==> src/rtl/apb_pkg.sv <==
// Shared state encoding and default bus widths for the round-robin APB master.
package apb_pkg;

    typedef enum logic [1:0] {
        IDLE   = 2'd0,
        SETUP  = 2'd1,
        ACCESS = 2'd2
    } apb_state_t;

    localparam int APB_ADDR_W = 32;
    localparam int APB_DATA_W = 32;

endpackage

==> src/rtl/apb_rr_arbiter.sv <==
// Round-robin grant: first set request searching upward from ptr+1 (mod NUM_REQ).
// Latency: combinational.
// Backpressure: none; the caller decides when a grant is taken.
module apb_rr_arbiter #(
    parameter int NUM_REQ = 4,
    parameter int IDX_W   = $clog2(NUM_REQ)
) (
    input  logic [NUM_REQ-1:0] req,
    input  logic [IDX_W-1:0]   ptr,
    output logic [NUM_REQ-1:0] gnt,
    output logic [IDX_W-1:0]   gnt_idx,
    output logic               gnt_vld
);

    logic [IDX_W-1:0] cand;

    always_comb begin
        gnt     = '0;
        gnt_idx = '0;
        gnt_vld = 1'b0;
        cand    = '0;
        for (int i = 1; i <= NUM_REQ; i++) begin
            cand = IDX_W'((int'(ptr) + i) % NUM_REQ);
            if (!gnt_vld && req[cand]) begin
                gnt_vld   = 1'b1;
                gnt_idx   = cand;
                gnt[cand] = 1'b1;
            end
        end
    end

endmodule

==> src/rtl/apb_rr_master.sv <==
// Shares one APB slave between NUM_REQ requesters (round-robin); APB_TIMEOUT_EN adds an ACCESS timeout.
// Latency: grant cycle + SETUP + ACCESS (>=1), completion pulse registered one cycle after PREADY.
// Backpressure: requesters hold req_valid/payload until rsp_done; slave stalls via _PREADY.
module apb_rr_master
    import apb_pkg::*;
#(
    parameter int NUM_REQ        = 4,
    parameter int ADDR_W         = APB_ADDR_W,
    parameter int DATA_W         = APB_DATA_W,
    parameter int TIMEOUT_CYCLES = 16
) (
    input  logic                      _PCLK,
    input  logic                      _PRESET,
    input  logic [NUM_REQ-1:0]        req_valid,
    input  logic [NUM_REQ-1:0]        req_write,
    input  logic [NUM_REQ*ADDR_W-1:0] req_addr,
    input  logic [NUM_REQ*DATA_W-1:0] req_wdata,
    output logic [NUM_REQ-1:0]        rsp_done,
    output logic [DATA_W-1:0]         rsp_rdata,
    output logic                      rsp_slverr,
    output logic                      _PSEL1,
    output logic                      _PENABLE,
    output logic                      _PWRITE,
    output logic [ADDR_W-1:0]         _PADDR,
    output logic [DATA_W-1:0]         _PWDATA,
    input  logic [DATA_W-1:0]         _PRDATA,
    input  logic                      _PREADY,
    input  logic                      _PSLVERR
);

    localparam int IDX_W = $clog2(NUM_REQ);

    apb_state_t         state_q, state_nxt;
    logic [IDX_W-1:0]   ptr_q, ptr_nxt;
    logic [NUM_REQ-1:0] grant_q, grant_nxt;
    logic               psel_nxt, penable_nxt, pwrite_nxt, slverr_nxt;
    logic [ADDR_W-1:0]  paddr_nxt;
    logic [DATA_W-1:0]  pwdata_nxt, rdata_nxt;
    logic [NUM_REQ-1:0] done_nxt;

    logic [NUM_REQ-1:0] arb_req, arb_gnt;
    logic [IDX_W-1:0]   arb_idx;
    logic               arb_vld;

    logic [ADDR_W-1:0]  addr_arr  [NUM_REQ];
    logic [DATA_W-1:0]  wdata_arr [NUM_REQ];

    for (genvar g = 0; g < NUM_REQ; g++) begin : g_unpack
        assign addr_arr[g]  = req_addr[g*ADDR_W +: ADDR_W];
        assign wdata_arr[g] = req_wdata[g*DATA_W +: DATA_W];
    end

    // The requester just completed still shows req_valid during its rsp_done cycle.
    assign arb_req = req_valid & ~rsp_done;

    apb_rr_arbiter #(.NUM_REQ(NUM_REQ), .IDX_W(IDX_W)) u_arb (
        .req     (arb_req),
        .ptr     (ptr_q),
        .gnt     (arb_gnt),
        .gnt_idx (arb_idx),
        .gnt_vld (arb_vld)
    );

`ifdef APB_TIMEOUT_EN
    localparam int CNT_W = $clog2(TIMEOUT_CYCLES + 1);
    logic [CNT_W-1:0] cnt_q, cnt_nxt;
`else
    logic unused_tmo;
    assign unused_tmo = (TIMEOUT_CYCLES > 0);
`endif

    always_ff @(posedge _PCLK or posedge _PRESET) begin
        if (_PRESET) begin
            state_q    <= IDLE;
            ptr_q      <= IDX_W'(NUM_REQ - 1);
            grant_q    <= '0;
            _PSEL1     <= 1'b0;
            _PENABLE   <= 1'b0;
            _PWRITE    <= 1'b0;
            _PADDR     <= '0;
            _PWDATA    <= '0;
            rsp_done   <= '0;
            rsp_rdata  <= '0;
            rsp_slverr <= 1'b0;
`ifdef APB_TIMEOUT_EN
            cnt_q      <= '0;
`endif
        end else begin
            state_q    <= state_nxt;
            ptr_q      <= ptr_nxt;
            grant_q    <= grant_nxt;
            _PSEL1     <= psel_nxt;
            _PENABLE   <= penable_nxt;
            _PWRITE    <= pwrite_nxt;
            _PADDR     <= paddr_nxt;
            _PWDATA    <= pwdata_nxt;
            rsp_done   <= done_nxt;
            rsp_rdata  <= rdata_nxt;
            rsp_slverr <= slverr_nxt;
`ifdef APB_TIMEOUT_EN
            cnt_q      <= cnt_nxt;
`endif
        end
    end

    always_comb begin
        state_nxt   = state_q;
        ptr_nxt     = ptr_q;
        grant_nxt   = grant_q;
        psel_nxt    = _PSEL1;
        penable_nxt = _PENABLE;
        pwrite_nxt  = _PWRITE;
        paddr_nxt   = _PADDR;
        pwdata_nxt  = _PWDATA;
        done_nxt    = '0;
        rdata_nxt   = rsp_rdata;
        slverr_nxt  = rsp_slverr;
`ifdef APB_TIMEOUT_EN
        cnt_nxt     = cnt_q;
`endif
        case (state_q)
            IDLE: begin
                psel_nxt    = 1'b0;
                penable_nxt = 1'b0;
                if (arb_vld) begin
                    state_nxt  = SETUP;
                    ptr_nxt    = arb_idx;
                    grant_nxt  = arb_gnt;
                    psel_nxt   = 1'b1;
                    pwrite_nxt = req_write[arb_idx];
                    paddr_nxt  = addr_arr[arb_idx];
                    pwdata_nxt = wdata_arr[arb_idx];
                end
            end
            SETUP: begin
                state_nxt   = ACCESS;
                penable_nxt = 1'b1;
`ifdef APB_TIMEOUT_EN
                cnt_nxt     = '0;
`endif
            end
            ACCESS: begin
                if (_PREADY) begin
                    state_nxt   = IDLE;
                    psel_nxt    = 1'b0;
                    penable_nxt = 1'b0;
                    done_nxt    = grant_q;
                    rdata_nxt   = _PWRITE ? '0 : _PRDATA;
                    slverr_nxt  = _PSLVERR;
                end
`ifdef APB_TIMEOUT_EN
                else if (cnt_q == CNT_W'(TIMEOUT_CYCLES - 1)) begin
                    state_nxt   = IDLE;
                    psel_nxt    = 1'b0;
                    penable_nxt = 1'b0;
                    done_nxt    = grant_q;
                    rdata_nxt   = '0;
                    slverr_nxt  = 1'b1;
                end else begin
                    cnt_nxt = cnt_q + 1'b1;
                end
`endif
            end
            default: begin
                state_nxt   = IDLE;
                psel_nxt    = 1'b0;
                penable_nxt = 1'b0;
            end
        endcase
    end

endmodule
==> config.mk <==
export PLATFORM = sky130hd
export DESIGN_NAME = apb_rr_master
export DESIGN_NICKNAME = d
export VERILOG_FILES = /design/src/rtl/apb_pkg.sv /design/src/rtl/apb_rr_arbiter.sv /design/src/rtl/apb_rr_master.sv
export SDC_FILE = /design/constraint.sdc
export NUM_CORES = 1
export LEC_CHECK = 0
export ABC_CLOCK_PERIOD_IN_PS = 3750
export CORE_ASPECT_RATIO = 1.75
export CORE_UTILIZATION = 26
export DETAILED_ROUTE_END_ITERATION = 8
export PLACE_DENSITY = 0.65
export SLEW_MARGIN = 20
export SYNTH_ARGS = -nofsm -noshare
export SYNTH_HDL_FRONTEND = slang
export SYNTH_SLANG_ARGS = --single-unit
==> constraint.sdc <==
create_clock -name _PCLK -period 3.75 [get_ports _PCLK]
set_input_delay 0.375 -clock _PCLK [delete_from_list [all_inputs] [get_ports _PCLK]]
set_output_delay 0.375 -clock _PCLK [all_outputs]
set_load 0.02 [all_outputs]
# Yosys cells after proc, flatten, opt, wreduce, memory -nomap -nowiden
# Cells that the tools add are included.
op_classes:
  reduce_logical: 15
  multipliers: 0
  n_eq_ne: 4
  n_bitwise: 7
  n_div: 0
  shift: 0
  mux: 46
  order_cmp: 10
  addsub: 4
ops:
  columns: ["op", "n"]
  rows:
  - ["$mux 32", 5]
  - ["$bmux 32 s2", 2]
  - ["$mux 4", 6]
  - ["$lt 2x3->1 const B", 5]
  - ["$mux 1", 15]
  - ["$mux 2", 6]
  - ["$or 4x4->4", 3]
  - ["$bmux 1 s2", 5]
  - ["$demux 1 s2", 4]
  - ["$ge 2x1->1 const B", 4]
  - ["$reduce_and 2->1", 4]
  - ["$logic_and 1x1->1", 7]
  - ["$pmux 2 s3", 1]
  - ["$add 2x1->2 const B", 2]
  - ["$add 2x2->2 const B", 2]
  - ["$and 4x4->4", 1]
  - ["$ne 2x2->1 const B", 2]
  - ["$not 4->4", 1]
  - ["$ge 3x3->1 const B", 1]
  - ["$logic_not 1->1", 3]
  - ["$not 2->3", 1]
  - ["$pmux 1 s3", 1]
  - ["$eq 2x1->1 const B", 1]
  - ["$eq 2x2->1 const B", 1]
  - ["3 further kinds", 3]
word_totals:
  wordCells: 97
  input_bits: 300
  regBits: 112
  latch_bits: 0
  output_inout_bits: 104
  romBits: 0
  ram_bits: 0
  mem_count: 0

# Logic depth before layout (Yosys ltp)
# Gate-level depths: netlist (run 1).
depth:
  depth_word: 18
  depth_mapped: 13
  mapped_depth_nobuf: 8

# Cells and area by module
# A second synthesis (run 1) with hierarchy kept.
unflattened:
  hier_cells: 640
  hier_area_um2: 6711.4
modules_own_cells:
  columns: ["module", "cells_each", "area_per_inst_um2", "instances", "seq_area_each_um2"]
  rows:
  - ["apb_rr_master", 554, 6082.1, 1, 2805.2]
  - ["apb_rr_arbiter", 86, 629.4, 1, 0.0]

# Worst setup path before layout (run 1)
# Ideal clock, no wire load.
synth_path:
  path_kind: "reg2reg"
  startpoint: "reg ptr_q[0]"
  endpoint: "reg _PADDR[0]"
  setup_time_ns: 0.142
  period_less_slack_ns: 3.587
  path_stages_with_launch: 14
  n_path_buf: 5
  setup_slack_ns: 0.163
  t_arrival_ns: 3.444
  required_time_ns: 3.608
  cell_sequence: "dfstp_2 inv_1 clkbuf_1 clkbuf_1 clkbuf_1 ha_1 or3b_1 o2111ai_4 nand2_2 nor3_2 buf_4 buf_4 mux2i_1 o221ai_1"
synth_via:
  elab_chain_cells: 17
  word_cells_on_any_way: 31
  classes_between: "add/sub: 4; mux: 19; bitwise: 1; reduce/logical: 7"
synth_lines:
  columns: ["item", "line_no", "source"]
  rows:
  - ["start, declared", "apb_rr_master.sv:34", "logic [IDX_W-1:0] ptr_q, ptr_nxt;"]
  - ["start signal, assigned", "apb_rr_master.sv:75", "ptr_q <= IDX_W'(NUM_REQ - 1);"]
  - ["start signal, assigned", "apb_rr_master.sv:90", "ptr_q <= ptr_nxt;"]
  - ["$add 2x1->2", "apb_rr_arbiter.sv:23", "cand = IDX_W'((int'(ptr) + i) % NUM_REQ);"]
  - ["$bmux 1 s2", "apb_rr_arbiter.sv:24", "if (!gnt_vld && req[cand]) begin"]
  - ["$mux 1 (not written as such)", "apb_rr_arbiter.sv:24", null]
  - ["$mux 1", "apb_rr_arbiter.sv:24", null]
  - ["$logic_not 1->1", "apb_rr_arbiter.sv:24", null]
  - ["$logic_and 1x1->1", "apb_rr_arbiter.sv:24", null]
  - ["$mux 1", "apb_rr_arbiter.sv:24", null]
  - ["$logic_not 1->1", "apb_rr_arbiter.sv:24", null]
  - ["$logic_and 1x1->1", "apb_rr_arbiter.sv:24", null]
  - ["$mux 1", "apb_rr_arbiter.sv:24", null]
  - ["$logic_not 1->1", "apb_rr_arbiter.sv:24", null]
  - ["$logic_and 1x1->1", "apb_rr_arbiter.sv:24", null]
  - ["$mux 2", "apb_rr_arbiter.sv:24", null]
  - ["$not 2->3 (not written as such)", "apb_rr_master.sv:131", "paddr_nxt = addr_arr[arb_idx];"]
  - ["$bmux 32 s2", "apb_rr_master.sv:131", null]
  - ["$mux 32 (not written as such) (2 in series)", "apb_rr_master.sv:131", null]
  - ["end signal, assigned", "apb_rr_master.sv:95", "_PADDR <= paddr_nxt;"]
  - ["end, declared", "apb_rr_master.sv:24", "output logic [ADDR_W-1:0] _PADDR,"]
# Parallel ways exist; a longest one is shown, timed or not. The select of a mux whose other input is x is not followed.
# A chain may end at the register's enable or synchronous reset.

# Final worst setup path (run 1)
layout_path:
  startpoint: "reg ptr_q[0]"
  endpoint: "reg _PWDATA[22]"
layout_via:
  elab_chain_cells: 17
  word_cells_on_any_way: 31
  classes_between: "add/sub: 4; mux: 19; bitwise: 1; reduce/logical: 7"
layout_lines:
  columns: ["item", "line_no", "source"]
  rows:
  - ["$add 2x1->2", "apb_rr_arbiter.sv:23", null]
  - ["$bmux 1 s2", "apb_rr_arbiter.sv:24", null]
  - ["$mux 1 (not written as such)", "apb_rr_arbiter.sv:24", null]
  - ["$mux 1", "apb_rr_arbiter.sv:24", null]
  - ["$logic_not 1->1", "apb_rr_arbiter.sv:24", null]
  - ["$logic_and 1x1->1", "apb_rr_arbiter.sv:24", null]
  - ["$mux 1", "apb_rr_arbiter.sv:24", null]
  - ["$logic_not 1->1", "apb_rr_arbiter.sv:24", null]
  - ["$logic_and 1x1->1", "apb_rr_arbiter.sv:24", null]
  - ["$mux 1", "apb_rr_arbiter.sv:24", null]
  - ["$logic_not 1->1", "apb_rr_arbiter.sv:24", null]
  - ["$logic_and 1x1->1", "apb_rr_arbiter.sv:24", null]
  - ["$mux 2", "apb_rr_arbiter.sv:24", null]
  - ["$not 2->3 (not written as such)", "apb_rr_master.sv:132", "pwdata_nxt = wdata_arr[arb_idx];"]
  - ["$bmux 32 s2", "apb_rr_master.sv:132", null]
  - ["$mux 32 (not written as such) (2 in series)", "apb_rr_master.sv:132", null]
  - ["end signal, assigned", "apb_rr_master.sv:96", "_PWDATA <= pwdata_nxt;"]
  - ["end, declared", "apb_rr_master.sv:25", "output logic [DATA_W-1:0] _PWDATA,"]
# Parallel ways exist; a longest one is shown, timed or not. The select of a mux whose other input is x is not followed.

==> flow_metrics.py, run 1 <==
metrics = {
    "run_status": {
        "status": "complete, no violations",
    },
    "placement": {
        "dp.final_hpwl_mm": 33.21,
        "placed_area_um2": 15000,
        "port_buffers": 403,
        "post-place-ws_ns": 0.5165,
        "routabilityCongestion": 0.9009,
    },
    "global_route": {
        "track_usage_pct": 23.35,
        "grt-busiest-layer": "met2",
        "grt_overflow": 0,
        "use_met3_pct": 4.159,
        "antenna_found_initial": 4,
        "grt_use_met2_pct": 41.67,
        "grt_pass1_wl_mm": 74.95,
        "grt_pass1_vias": 12610,
        "grt_use_met1_pct": 26.09,
        "grt_start_max_net_pins": 82,
    },
    "clocking": {
        "cts_buffer_depth": 2,
        "cts_hold_buf": 0,
        "cts_setup_buffers": 0,
        "htree_levels": 3,
        "root_buffer": "clkbuf_16",
        "tritoncts": "done",
        "cts_buffers": 9,
        "clock_latency_ns": 0.39,
        "cts.clk_slew.worst_paths_ns": 0.09,
        "cts.repair.resized": 0,
        "cts.sinks": 112,
    },
    "yosys": {
        "syn-num-nets": 1545,
        "synth_edf_count": 0,
        "async_reset_ff_share_pct": 100.0,
        "synthTopCellsByArea": "dfrtp_1 26%, o221ai_1 7.0%, mux2_2 5.8%",
        "ys_seq_area_share_pct": 26.77,
        "synth-main-ff-cell": "dfrtp_1",
        "synth_area_leader_cell": "dfrtp_1",
        "synth_top_area_share_pct": 26.27,
        "avgSynthCellArea_um2": 8.472,
        "netlist_area_um2": 10480,
        "synthMostInstantiatedCell": "clkbuf_1",
        "yosys_warnings": 0,
        "ys_seq_elements": 112,
        "synth.top_cells.by_count": "120 x clkbuf_1, 110 x dfrtp_1, 97 x o21ai_0, 84 x o221ai_1, 64 x o22ai_1",
        "synthCells": 1237,
        "ys_types": 59,
    },
    "floorplan": {
        "fp.dieArea_um2": 41150,
        "io_pins": 404,
        "dieHeight_um": 267.6,
        "start_util_pct": 26.25,
        "rows": 97,
        "core_area_um2": 39930,
        "fp.dieW_um": 153.8,
    },
    "critical_path": {
        "slowest_stage": "dfstp_4",
        "criticalPathCategory": "register to register",
        "critical_path_required_ns": 4.04,
        "cpPeakStageDelay_ns": 0.78,
        "path_max_fanout": 25,
        "startpoint_type": "register",
        "end_kind": "register",
        "cp.arrival_ns": 3.60,
        "crit_chain": "inv_4 -> ha_1 -> or3b_1 -> o2111a_1 -> nor2_2 -> buf_4 -> o21ai_0 -> o221ai_1",
    },
    "timing": {
        "slew_headroom_pct": 37.89,
        "period_needed_ns": 3.312,
        "rsz0062_at_grt": "no",
        "fin_crit_sh_pct": 88.33,
        "hold_viol": 0,
        "fmaxAchievable_mhz": 301.9,
        "fin_skew_ns": 0.02066,
        "fin_ws_ns": 0.4376,
        "worstMarginPinSlew_ns": 0.9316,
        "setup_violations": 0,
        "tns_ns": 0,
        "maxSlewViolCount": 0,
    },
    "drt": {
        "routedWlPerCell_um": 24.32,
        "drc": 0,
        "first_pass_iters": 8,
        "wl_mm": 49.57,
        "antenna_left": 0,
        "drt_iter0_drc": 1048,
        "num_vias": 12615,
        "via_per_inst": 6.190,
    },
    "power_and_ir_drop": {
        "p_sw_mw": 6.603,
        "p_seq_share_pct": 16.7,
        "power_density_nw_per_um2": 855.9,
        "clkPwrFrac_pct": 8.1,
        "p_int_mw": 6.486,
        "power_frac_comb_pct": 75.2,
        "p_leak_nw": 5.810,
        "ir_drop_mv": 0.6061,
        "sw_frac_of_total_pct": 50.45,
    },
    "run": {
        "maxCapViolCount": 0,
    },
    "finish": {
        "nNetsFinal": 1843,
        "area_growth_pct": 45.93,
        "post-route-util_pct": 38.30,
        "final_area_um2": 15290,
        "fillCellCount": 3967,
        "post_route_cells_drive_above_1_share_pct": 8.512,
    },
    "hold_path": {
        "worstHoldPathType": "register to register",
    },
}
[path summary, 6_finish.rpt]
| path | from | end | slack (ns) | cells past startpoint |
|---|---|---|---|---|
| max reg2reg | ptr_q[0] | _PWDATA[22] | 0.44 | 8 |
| max in group asynchronous | _PRESET | ptr_q[0] | 2.48 | 3 |
| min reg2reg | rsp_rdata[12] | rsp_rdata[12] | 0.48 | 2 |
| min | rsp_rdata[12] | rsp_rdata[12] | 0.48 | 2 |
| max | ptr_q[0] | _PWDATA[22] | 0.44 | 8 |
| min in group asynchronous | _PRESET | rsp_done[1] | 0.53 | 2 |
[per-stage QoR]
stage               std cells  power [mW]  hold slack [ns]
detailed placement       2019       11.93           0.4694
global placement         2019       11.78           0.4650
global route             2038       13.87           0.5035
CTS                      2034       13.02           0.4896
floorplan                1237       8.660           0.4702
finish                   2038       13.09           0.4809
[placed cells by master (no fill, tap or decap), types with 5 or more instances in the layout]
master,Yosys,routed
a2111oi_0,15,15
a211o_1,33,32
a211oi_1,47,46
a21o_1,14,14
a21oi_1,51,51
a2bb2oi_1,19,19
a31oi_1,19,19
buf_12,0,12
buf_4,7,30
clkbuf_16,0,9
clkdlybuf4s50_1,0,403
dfrtp_1,110,110
ha_1,8,8
inv_1,24,21
mux2_1,12,12
mux2_2,54,54
mux2i_1,52,52
nand2_1,59,58
nand2b_1,38,38
nand4_1,14,14
nor2_1,46,45
nor4_1,51,51
o2111ai_1,14,14
o21ai_0,97,97
o21ai_1,5,5
o221ai_1,84,84
o22ai_1,64,64
o311a_1,32,32
o31a_1,51,51
o31ai_1,15,15
[power by group through the flow]
stage	Combinational [mW]	Clock [mW]	Sequential, mW
finish	9.85	1.06	2.18
CTS	9.76	1.09	2.18
floorplan	5.99	0	2.67
global route	10.5	1.12	2.24
detailed placement	9.74	0	2.19
global placement	9.60	0	2.18
[layer usage]
metal	share of wire [%]	up-vias
met5	0	-
met4	4.4	0
met3	7.4	149
met2	51	792
met1	37	6054
li1	-	5620
[worst max-delay path, delay by kind of cell, from the launching register on]
| kind | cells | cell delay (ns) |
|---|---|---|
| adders and majority gates | 1 | 0.39 |
| and+or+nand+nor | 2 | 0.93 |
| DFF | 1 | 0.78 |
| AOI/OAI and AO/OA | 3 | 0.69 |
| buffers and inverters | 2 | 0.40 |
[final cells by class]
class	instances	area, µm²	area share, %
multi-input combinational	942	6967	45.55
timing repair buffer	445	4499	29.42
sequential	112	2809	18.37
tap	495	619.3	4.050
clock buffer	10	239.0	1.563
inverter	25	101.3	0.6627
clock inverter	5	48.80	0.3191
antenna	4	10.01	0.06545
[registers in the layout, indices dropped and copies added, names as in the netlist]
register / count
rsp_slverr: 1
_PSEL1: 1
rsp_done: 4
_PWRITE: 1
_PENABLE: 1
state_q: 2
ptr_q: 2
grant_q: 4
_PWDATA: 32
rsp_rdata: 32
_PADDR: 32
[logic make-up (layout without fill, tap and decap cells)]
family                   Yosys count  in the layout  synth area share [%]
AO/OA/AOI/OAI                    580            580                 41.03
XOR/XNOR                           1              1               0.08359
adder cells (fa/ha/maj)            8              8                0.9551
buffers and inverters            183            485                 7.247
flip-flops                       112            112                 26.77
multiplexers                     118            118                 12.06
other                              0              4                     0
AND/OR/NAND/NOR                  235            235                 11.86
Note: power is estimated with default switching activity, not from simulation.
==> inputs of run 2 (changes only) <==
--- a/config.mk
+++ b/config.mk
@@ -8,7 +8,9 @@
 export ABC_CLOCK_PERIOD_IN_PS = 3750
 export CORE_ASPECT_RATIO = 1.75
 export CORE_UTILIZATION = 26
+export CTS_BUF_LIST = sky130_fd_sc_hd__clkbuf_2
 export DETAILED_ROUTE_END_ITERATION = 8
+export GPL_ROUTABILITY_DRIVEN = 0
 export PLACE_DENSITY = 0.65
 export SLEW_MARGIN = 20
 export SYNTH_ARGS = -nofsm -noshare
==> run 2 against run 1 <==
Die area stayed put. Setup slack worse by 0.034 ns. Non-clock buffer count grew 11. Via count down 0.63%. Sequential share of layout area is essentially flat. Clock-buffer cell count shrank 1. Cell count up 0.93%. Largest cell class unchanged. Clock power shrank 32%. Clock skew increased by 0.038 ns.
==> flow_metrics.py, run 2 (synthesis results as in run 1) <==
metrics = {
    "run_status": {
        "status": "complete, no violations",
    },
    "clocking": {
        "cts_setup_buffers": 0,
        "cts.sinks": 112,
        "tritoncts": "done",
        "clock_latency_ns": 0.79,
        "cts_buffer_depth": 2,
        "cts_hold_buf": 11,
        "htree_levels": 3,
        "cts_buffers": 9,
        "cts.repair.resized": 0,
        "cts.clk_slew.worst_paths_ns": 0.37,
        "root_buffer": "clkbuf_2",
    },
    "critical_path": {
        "end_kind": "register",
        "critical_path_required_ns": 4.44,
        "path_max_fanout": 50,
        "startpoint_type": "register",
        "cpPeakStageDelay_ns": 0.72,
        "cp.arrival_ns": 4.03,
        "criticalPathCategory": "register to register",
        "slowest_stage": "dfstp_4",
        "crit_chain": "inv_4 -> ha_1 -> or3b_1 -> o2111ai_4 -> nand2_2 -> nor3_4 -> buf_12 -> a211oi_1 -> o22ai_1",
    },
    "global_route": {
        "grt_pass1_vias": 12724,
        "grt_start_max_net_pins": 86,
        "grt_pass1_wl_mm": 75.42,
        "track_usage_pct": 23.68,
        "antenna_found_initial": 11,
        "grt_overflow": 0,
    },
    "timing": {
        "fin_crit_sh_pct": 89.22,
        "rsz0062_at_grt": "no",
        "setup_violations": 0,
        "fin_skew_ns": 0.05907,
        "fmaxAchievable_mhz": 298.9,
        "maxSlewViolCount": 0,
        "whs_ns": 0.1165,
        "hold_viol": 0,
        "worstMarginPinSlew_ns": 0.9753,
        "slew_headroom_pct": 34.98,
        "tns_ns": 0,
        "period_needed_ns": 3.346,
    },
    "floorplan": {
        "core_area_um2": 39930,
        "fp.dieArea_um2": 41150,
        "fp.dieW_um": 153.8,
        "io_pins": 404,
        "start_util_pct": 26.25,
        "dieHeight_um": 267.6,
        "rows": 97,
    },
    "power_and_ir_drop": {
        "p_seq_share_pct": 16.8,
        "p_sw_mw": 6.540,
        "sw_frac_of_total_pct": 51.32,
        "clkPwrFrac_pct": 5.7,
        "power_frac_comb_pct": 77.6,
        "p_leak_nw": 5.782,
        "ir_drop_mv": 0.8107,
        "power_density_nw_per_um2": 835.3,
        "p_int_mw": 6.203,
    },
    "drt": {
        "wl_mm": 49.90,
        "via_per_inst": 6.094,
        "antenna_left": 0,
        "drt_iter0_drc": 1012,
        "routedWlPerCell_um": 24.26,
        "first_pass_iters": 7,
        "drc": 0,
        "num_vias": 12535,
    },
    "placement": {
        "dp.final_hpwl_mm": 33.75,
        "port_buffers": 403,
    },
    "finish": {
        "multi_input_area_um2": 6967,
        "area_growth_pct": 45.57,
        "fillCellCount": 3978,
        "post_route_cells_drive_above_1_share_pct": 8.446,
        "final_common_cell": "clkdlybuf4s50_1",
        "layout_common_cells": "403 x clkdlybuf4s50_1, 110 x dfrtp_1, 97 x o21ai_0",
        "nNetsFinal": 1854,
        "regArea_um2": 2809,
        "largestRegisters": "_PADDR (32), _PWDATA (32), rsp_rdata (32)",
    },
    "hold_path": {
        "worstHoldPathType": "input port to register",
    },
    "run": {
        "maxCapViolCount": 0,
    },
}
run 2: cell count changes in the layout (fill, tap and decap cells not counted), sizes merged:
cell | before | now
diode | 4 | 11
clkbuf | 10 | 9
clkinv | 1 | 4
dlygate4sd3 | 0 | 11
inv | 29 | 27
bufinv | 0 | 1
run 2: final timing paths:
check / start / end / slack, ns / depth (start not counted)
max in group asynchronous: _PRESET / rsp_rdata[3] / 2.24 / 4
setup / recovery: ptr_q[0] / _PWDATA[24] / 0.40 / 9
min in group asynchronous: _PRESET / rsp_rdata[28] / 0.60 / 3
hold reg to reg: grant_q[0] / rsp_done[0] / 0.48 / 2
setup reg to reg: ptr_q[0] / _PWDATA[24] / 0.40 / 9
hold / removal: _PRDATA[14] / rsp_rdata[14] / 0.12 / 3
run 2: routing by layer:
metal | vias to the layer above | part of all wire, % | track usage, %
met5 | - | 0 | 0
met4 | 0 | 4.7 | 13.95
met3 | 140 | 6.4 | 4.078
met2 | 653 | 52 | 42.94
met1 | 6118 | 36 | 25.68
li1 | 5624 | - | -
run 2: final cells by class:
cell class                      instances  share of cell area [%]
Clock buffer                            9                  0.2953
Clock inverter                          7                  0.6725
Multi-Input combinational cell        942                   45.67
Inverter                               25                  0.6643
Timing Repair Buffer                  456                   30.05
Tap cell                              495                   4.060
Sequential cell                       112                   18.41
Antenna cell                           11                  0.1804
run 2: power groups by stage:
stage          Clock [mW]  Sequential [mW]  Combinational, mW
2_1_floorplan           0             2.67               5.99
3_3_place_gp            0             2.15               9.62
3_5_place_dp            0             2.15               9.81
4_1_cts             0.774             2.14               9.85
5_1_grt             0.804             2.19               10.6
6_report            0.726             2.13               9.88
run 2: stage by stage:
step	area (µm²)	power, mW	setup slack (ns)	util (%)	std cells
3_3_place_gp	14970	11.77	0.5251	37.49	2019
5_1_grt	15260	13.59	0.2472	38.21	2057
4_1_cts	15230	12.76	0.4176	38.14	2046
6_report	15260	12.74	0.4041	38.21	2057
2_1_floorplan	10480	8.660	0.1635	-	1237
3_5_place_dp	14970	11.97	0.4448	37.49	2019
run 2: critical path, delay by kind of cell (launching register included):
kind,cells,cell delay [ns]
adder cells (fa/ha/maj),1,0.39
buffers and inverters,2,0.38
flip-flops,1,0.72
AND/OR/NAND/NOR,3,1.19
AO/OA/AOI/OAI,3,0.53
